===== src/rtl/engine_match_reporter.sv =====
// Snapshots the engines' sticky match flags at end of payload and streams one
// {pkt_id, engine_id, last} record per set flag, lowest engine index first.
module engine_match_reporter #(
    parameter int NUM_ENGINES = 32,
    parameter int ID_W        = 5,
    parameter int PKT_ID_W    = 16,
    parameter int FIFO_DEPTH  = 16
) (
    input  logic                   clk,
    input  logic                   rst,
    input  logic                   sod,
    input  logic                   en,
    input  logic                   eod,
    input  logic [PKT_ID_W-1:0]    pkt_id,
    input  logic [NUM_ENGINES-1:0] match_in,
    output logic                   m_valid,
    input  logic                   m_ready,
    output logic [ID_W-1:0]        m_engine_id,
    output logic [PKT_ID_W-1:0]    m_pkt_id,
    output logic                   m_last,
    output logic                   busy,
    output logic [15:0]            drop_cnt
);

    localparam int AW = $clog2(FIFO_DEPTH);
    localparam logic [NUM_ENGINES-1:0] FLAG_ONE = NUM_ENGINES'(1);
    localparam logic [AW:0]            PTR_ONE  = (AW + 1)'(1);

    typedef enum logic [1:0] {
        IDLE = 2'd0,
        CAPT = 2'd1,
        SCAN = 2'd2
    } state_t;

    typedef struct packed {
        logic [PKT_ID_W-1:0] pkt_id;
        logic [ID_W-1:0]     engine_id;
        logic                last;
    } rec_t;

    state_t                 state, state_nxt;
    logic [NUM_ENGINES-1:0] snap;
    logic [PKT_ID_W-1:0]    pkt_id_r;
    logic [ID_W-1:0]        scan_idx;
    logic                   scan_last;
    logic                   eod_hit;
    logic                   push;
    logic                   pop;
    logic                   fifo_full;
    logic                   fifo_empty;
    logic [AW:0]            wr_ptr, rd_ptr;
    rec_t                   mem [FIFO_DEPTH];
    rec_t                   head;

    // The engines own the start-of-data pulse; this block only needs eod.
    logic unused_sod;
    assign unused_sod = sod;

    assign eod_hit = eod & en;

    // Lowest set flag wins: iterate downward so the last hit is the lowest index.
    always_comb begin
        scan_idx = '0;
        for (int i = NUM_ENGINES - 1; i >= 0; i--) begin
            if (snap[i]) scan_idx = ID_W'(i);
        end
    end

    assign scan_last = ((snap & (snap - FLAG_ONE)) == '0);

    // FSM state register.
    // NOTE: sequential state always uses non-blocking (<=) so every flop samples pre-edge values.
    always_ff @(posedge clk) begin
        if (rst) state <= IDLE;
        else     state <= state_nxt;
    end

    // NOTE: every output of this block gets a default first, so no path can infer a latch.
    always_comb begin
        state_nxt = state;
        push      = 1'b0;
        case (state)
            IDLE: if (eod_hit) state_nxt = CAPT;
            CAPT: state_nxt = SCAN;
            SCAN: begin
                if (snap == '0) begin
                    state_nxt = IDLE;
                end else if (!fifo_full || pop) begin
                    push = 1'b1;
                    if (scan_last) state_nxt = IDLE;
                end
            end
            default: state_nxt = IDLE;
        endcase
    end

    // Flags settle one clock after the final en, hence sampling in CAPT.
    always_ff @(posedge clk) begin
        if (rst) begin
            snap     <= '0;
            pkt_id_r <= '0;
        end else begin
            if (state == IDLE && eod_hit) pkt_id_r <= pkt_id;
            if (state == CAPT)            snap <= match_in;
            else if (push)                snap <= snap & ~(FLAG_ONE << scan_idx);
        end
    end

    always_ff @(posedge clk) begin
        if (rst)
            drop_cnt <= '0;
        else if (state != IDLE && eod_hit && drop_cnt != 16'hFFFF)
            drop_cnt <= drop_cnt + 16'd1;
    end

    // NOTE: the record storage has no reset; pointers alone define which entries are valid.
    always_ff @(posedge clk) begin
        if (push) mem[wr_ptr[AW-1:0]] <= '{pkt_id: pkt_id_r, engine_id: scan_idx, last: scan_last};
    end

    always_ff @(posedge clk) begin
        if (rst) begin
            wr_ptr <= '0;
            rd_ptr <= '0;
        end else begin
            if (push) wr_ptr <= wr_ptr + PTR_ONE;
            if (pop)  rd_ptr <= rd_ptr + PTR_ONE;
        end
    end

    // Extra pointer MSB separates a full ring from an empty one.
    assign fifo_empty = (wr_ptr == rd_ptr);
    assign fifo_full  = (wr_ptr[AW] != rd_ptr[AW]) && (wr_ptr[AW-1:0] == rd_ptr[AW-1:0]);
    assign pop        = m_valid & m_ready;

    assign head        = mem[rd_ptr[AW-1:0]];
    assign m_valid     = !fifo_empty;
    assign m_engine_id = head.engine_id;
    assign m_pkt_id    = head.pkt_id;
    assign m_last      = head.last;
    assign busy        = (state != IDLE);

endmodule

===== config.mk =====
export PLATFORM = sky130hd
export DESIGN_NAME = engine_match_reporter
export DESIGN_NICKNAME = d
export VERILOG_FILES = /design/src/rtl/engine_match_reporter.sv
export SDC_FILE = /design/constraint.sdc
export NUM_CORES = 1
export LEC_CHECK = 0
export CORE_MARGIN = 2
export CORE_UTILIZATION = 30
export CTS_BUF_LIST = sky130_fd_sc_hd__clkbuf_8
export CTS_CLUSTER_SIZE = 14
export DETAILED_ROUTE_END_ITERATION = 6
export GPL_TIMING_DRIVEN = 0
export HOLD_SLACK_MARGIN = 0.08
export SLEW_MARGIN = 20
export SYNTH_ARGS = -nofsm -noshare
export SYNTH_HDL_FRONTEND = slang
export SYNTH_SLANG_ARGS = --single-unit

===== constraint.sdc =====
create_clock -name clk -period 9.75 [get_ports clk]
set_clock_uncertainty 0.2 [all_clocks]
set_input_delay 1.95 -clock clk [delete_from_list [all_inputs] [get_ports clk]]
set_output_delay 1.95 -clock clk [all_outputs]
set_load 0.01 [all_outputs]

[Yosys cells after proc, flatten, opt, wreduce, memory -nomap -nowiden]
Memory sizes are Yosys's and may differ from the RTL's. A register that Yosys moved wholly into a read port is not among the register bits.
Cells that the tools add are included.
Cells by class
  $add $sub $neg: 4
  multiply operators: 0
  divide/modulo/power cells: 0
  order comparisons: 0
  eq/ne operators: 9
  shifts and indexed selects: 1
  multiplexer cells: 46
  bitwise logic cells: 5
  reduce and logical (&&, ||, !) cells: 13
Operators with widths (number)
  5-bit 2-to-1 mux: 32
  32-bit bitwise AND: 2
  32-bit logical NOT: 2
  32-bit 2-to-1 mux: 2
  32-bit NOT: 1
  1-bit by 5-bit left shift with 32-bit output, first input constant: 1
  32-bit by 1-bit subtractor with 32-bit output, second input constant: 1
  16-bit by 1-bit adder with 16-bit output, second input constant: 1
  16-bit inequality test, second input constant: 1
  5-bit by 1-bit adder with 5-bit output, second input constant: 2
  2-bit 2-to-1 mux: 4
  4-bit 2-to-1 mux: 2
  3-bit inequality test, second input constant: 2
  2-bit one-hot mux with 3 select lines: 1
  5-bit equality test: 1
  1-bit 2-to-1 mux: 5
  4-bit equality test: 1
  1-bit logical AND: 4
  2-bit nonzero test: 2
  3-bit AND reduction: 1
  1-bit bitwise AND: 2
  2-bit by 1-bit equality test with 1-bit output, second input constant: 1
  2-bit equality test, second input constant: 1
  1-bit logical NOT: 2
  other kinds (4): 4
Word-level totals
  flip-flop bits (word level): 76
  latch bits: 0
  memory bits (writable): 352
  memory bits (read-only): 0
  input port bits: 54
  output and inout bits: 40
  word-level logic and storage cells: 85
  memories kept: 1
Memories
  mem: depth 16, bits a word 22, rd ports 1, clocked after memory_dff 1, write ports 1, line 52  | rec_t mem [FIFO_DEPTH];

[Depth between registers and ports, before layout]
  depth after elaboration: 37
  mapped depth: 9
  depth with buffers taken out: 7

[Worst setup path after synthesis]
Ideal clock, no wire load.
  path type: input port to flip-flop
  start: in m_ready
  end: mem mem[0][0] (netlist name), enable pin
  setup time: 429 ps
  arrival time: 3938 ps
  data required time: 9121 ps
  setup slack: 5183 ps
  stages: 5
  path buffers: 1
  path through: nor3b_1 > nor2b_1 > buf_2 > nand2_1 > nor3_1
Between the ends
  longest elaborated chain between the ends: 7
Ends and longest elaborated chain
  from (decl): line 17  | input logic m_ready,
  1-bit bitwise AND: line 134  | assign pop = m_valid & m_ready;
  1-bit logical OR: line 88  | end else if (!fifo_full || pop) begin
  1-bit 2-to-1 mux: line 88
  1-bit 2-to-1 mux: line 86  | if (snap == '0) begin
  1-bit 2-to-1 mux: line 82  | case (state)
  1-bit 2-to-1 mux: line 118  | if (push) mem[wr_ptr[AW-1:0]] <= '{pkt_id: pkt_id_r, engine_id: scan_idx, last: scan_last};
  1-bit 2-to-1 mux (not written as such): line 118
  to (decl): line 52
No other way between the ends.

==> impl_metrics.ini <==
[run_status]
outcome = finished clean

[clocking]
cts_hold_buffers = 0
clockRootBuffer = clkbuf_8
clk_pin_slew_ps = 60
cts.sinks = 432
cts_tree = built
cts.path.max_buffers = 3
cts_setup_buffers = 0
htreeDepth = 3
post_cts_resized = 0
cts_made_buffers = 71
clock_latency_ps = 640

[cells_and_area]
n_antenna_cell = 0
fin_nets = 1278
final_cell_mix = edfxtp_1, mux4_2, clkdlybuf4s50_1, dfxtp_1, clkbuf_8
area_growth_pct = 21.35
final_common_cell = edfxtp_1
design_area_mm2 = 0.02129
utilization_pct = 36.83
drive_above_1_share_pct = 22.94

[setup_path]
regToRegSetupSlack_ps = 6220
worstPathCellList = clkbuf_1, clkbuf_1, clkbuf_1, mux4_2, mux4_2, clkdlybuf4s50_1
end_kind = output port
cp_slowest_cell = clkbuf_1
crit_arrival_ps = 4120
crit_type = register to output port
critPathMaxStageDelay_ps = 730
crit_top_cell = clkbuf_1
worst_ep_required_time_ps = 7600
critPathLaunchType = register
r2r-start = snap[5]
cp_max_fo = 10

[placed_design]
gp_congestion = 0.8585
place_area_mm2 = 0.01997
port_buffers = 91
dpl.hpwl_mm = 29.49

[synthesis]
postSynthRegisterBits = 432
synth_area_mm2 = 0.01754
synthXorXnorAreaFrac_pct = 1.298
post_synth.cell_area_avg_um2 = 17.07
syn_nets = 1088
syn_inst = 1028
synth_cell_types = 73
synth_compound_area_share_pct = 4.978
seq_area_frac_synth_pct = 69.38
yosys.area_share.simple_pct = 7.388
synth_flop_cell = edfxtp_1
synth_edf_count = 352
synthAdderAreaFrac_pct = 0.5420
synth_top_family_by_area = multiplexers
synthArstFlopShare_pct = 0
ys_warn_count = 0
synthMuxAreaShare_pct = 14.75

[grt]
use_met3_pct = 3.776
grt_usage_pct = 14.58
grt.busiest_layer = met2
grt_max_degree = 22
grt_pass1_wl_mm = 64.99
overflow = 0
grt_util_met1_pct = 19.10
grt_pass1_vias = 10403
antenna_found_initial = 1
met2_usage_pct = 23.51

[sta]
hold_viol = 0
drv_slew = 0
setup_viol = 0
setup_tns_ps = 0
fin_crit_sh_pct = 64.33
worst_slew_pin_slew_ps = 1137
relSlewSlack_pct = 23.89
period_minus_slack_ps = 6272
fmax_mhz = 159.4
rsz0062_at_grt = false

[drt]
viasPerCell = 4.909
drt.antenna.violating_nets = 0
drtIter0Drc = 757
wl_per_cell_um = 21.33
drc = 0
drt_pass1_iterations = 5
drt_wl_total_mm = 43.47
vias = 10005

[floorplan]
start_util_pct = 30.35
core-area_mm2 = 0.05781
placementRows = 88
io_pins = 94
die_w_um = 245.8
fp.dieH_um = 245.8
die-area_mm2 = 0.06043

[min_path]
hp-class = register to register
hp-start = wr_ptr[4]

[power]
totalPowerFinal_mw = 3.975
p_leak_nw = 6.809
power_density_mw_per_mm2 = 186.7
ir_worst_vdd_uv = 88.66

[run]
maxCapViolCount = 0
==> worst paths after layout <==
check,end,depth (start not counted)
worst max-delay path,m_pkt_id[11],6
worst min register to register,wr_ptr[4],2
worst min-delay path,wr_ptr[4],2
worst max register to register,mem[13][0],7
==> metrics by stage <==
step	hold slack (ps)	setup slack, ps	cells
finish	297.9	3478	2038
global route	334.8	3348	2038
CTS	306.8	3409	2038
detailed placement	298.2	4098	1910
global placement	291.8	2530	1884
floorplan	269.5	5183	1028
==> cell families after synthesis <==
group | Yosys count
DFF | 432
xor gates and xnor gates | 26
buffers and inverters | 71
muxes | 121
AOI/OAI and AO/OA | 125
and+or+nand+nor | 245
adders and majority gates | 8
==> cell usage after synthesis, types with 6 or more instances <==
| library cell | n | share of area [%] |
|---|---|---|
| a211oi_1 | 15 | 0.64 |
| a21oi_1 | 42 | 1.2 |
| and3_1 | 6 | 0.21 |
| buf_2 | 15 | 0.43 |
| clkbuf_1 | 36 | 0.77 |
| dfxtp_1 | 80 | 9.1 |
| edfxtp_1 | 352 | 60 |
| ha_1 | 6 | 0.43 |
| inv_1 | 14 | 0.30 |
| mux2i_1 | 11 | 0.63 |
| mux4_2 | 110 | 14 |
| nand2_1 | 72 | 1.5 |
| nand2b_1 | 8 | 0.29 |
| nand3_1 | 22 | 0.63 |
| nand4_1 | 9 | 0.32 |
| nor2_1 | 67 | 1.4 |
| nor3_1 | 9 | 0.26 |
| o21ai_0 | 11 | 0.31 |
| or3_1 | 6 | 0.21 |
| xnor2_1 | 9 | 0.45 |
| xor2_1 | 17 | 0.85 |
==> registers in the layout (all words and copies together), names as in the netlist, named ones only <==
name,flops
drop_cnt,16
state,2
pkt_id_r,16
wr_ptr,5
mem,352
snap,32
rd_ptr,5
==> worst max-delay path: cells and delay by family, from the launching register on <==
kind	cells	cell delay [ps]
buffers and inverters	4	2240
flip-flops	1	310
multiplexers	2	940
==> power breakdown <==
group / switching (mW) / total [mW] / internal, mW
sequential: 0.0290 / 2.09 / 2.06
clock: 0.723 / 1.49 / 0.762
combinational: 0.238 / 0.402 / 0.164
==> cell type report <==
cell class / count / area [um^2]
buffer: 56 / 240.2
timing repair buffer: 117 / 1358
sequential: 432 / 12170
tap: 765 / 957.2
multi-input combinational: 525 / 5196
fill: 5407 / 36520
clock buffer: 74 / 1018
inverter: 15 / 56.30
clock inverter: 54 / 292.8
==> layer usage <==
| metal | part of all wire (%) | vias to the layer above |
|---|---|---|
| li1 | - | 4513 |
| met1 | 43 | 5052 |
| met2 | 47 | 347 |
| met3 | 6.5 | 91 |
| met4 | 2.6 | 2 |
| met5 | 0.030 | - |
Power figures use the tool's default switching activity.
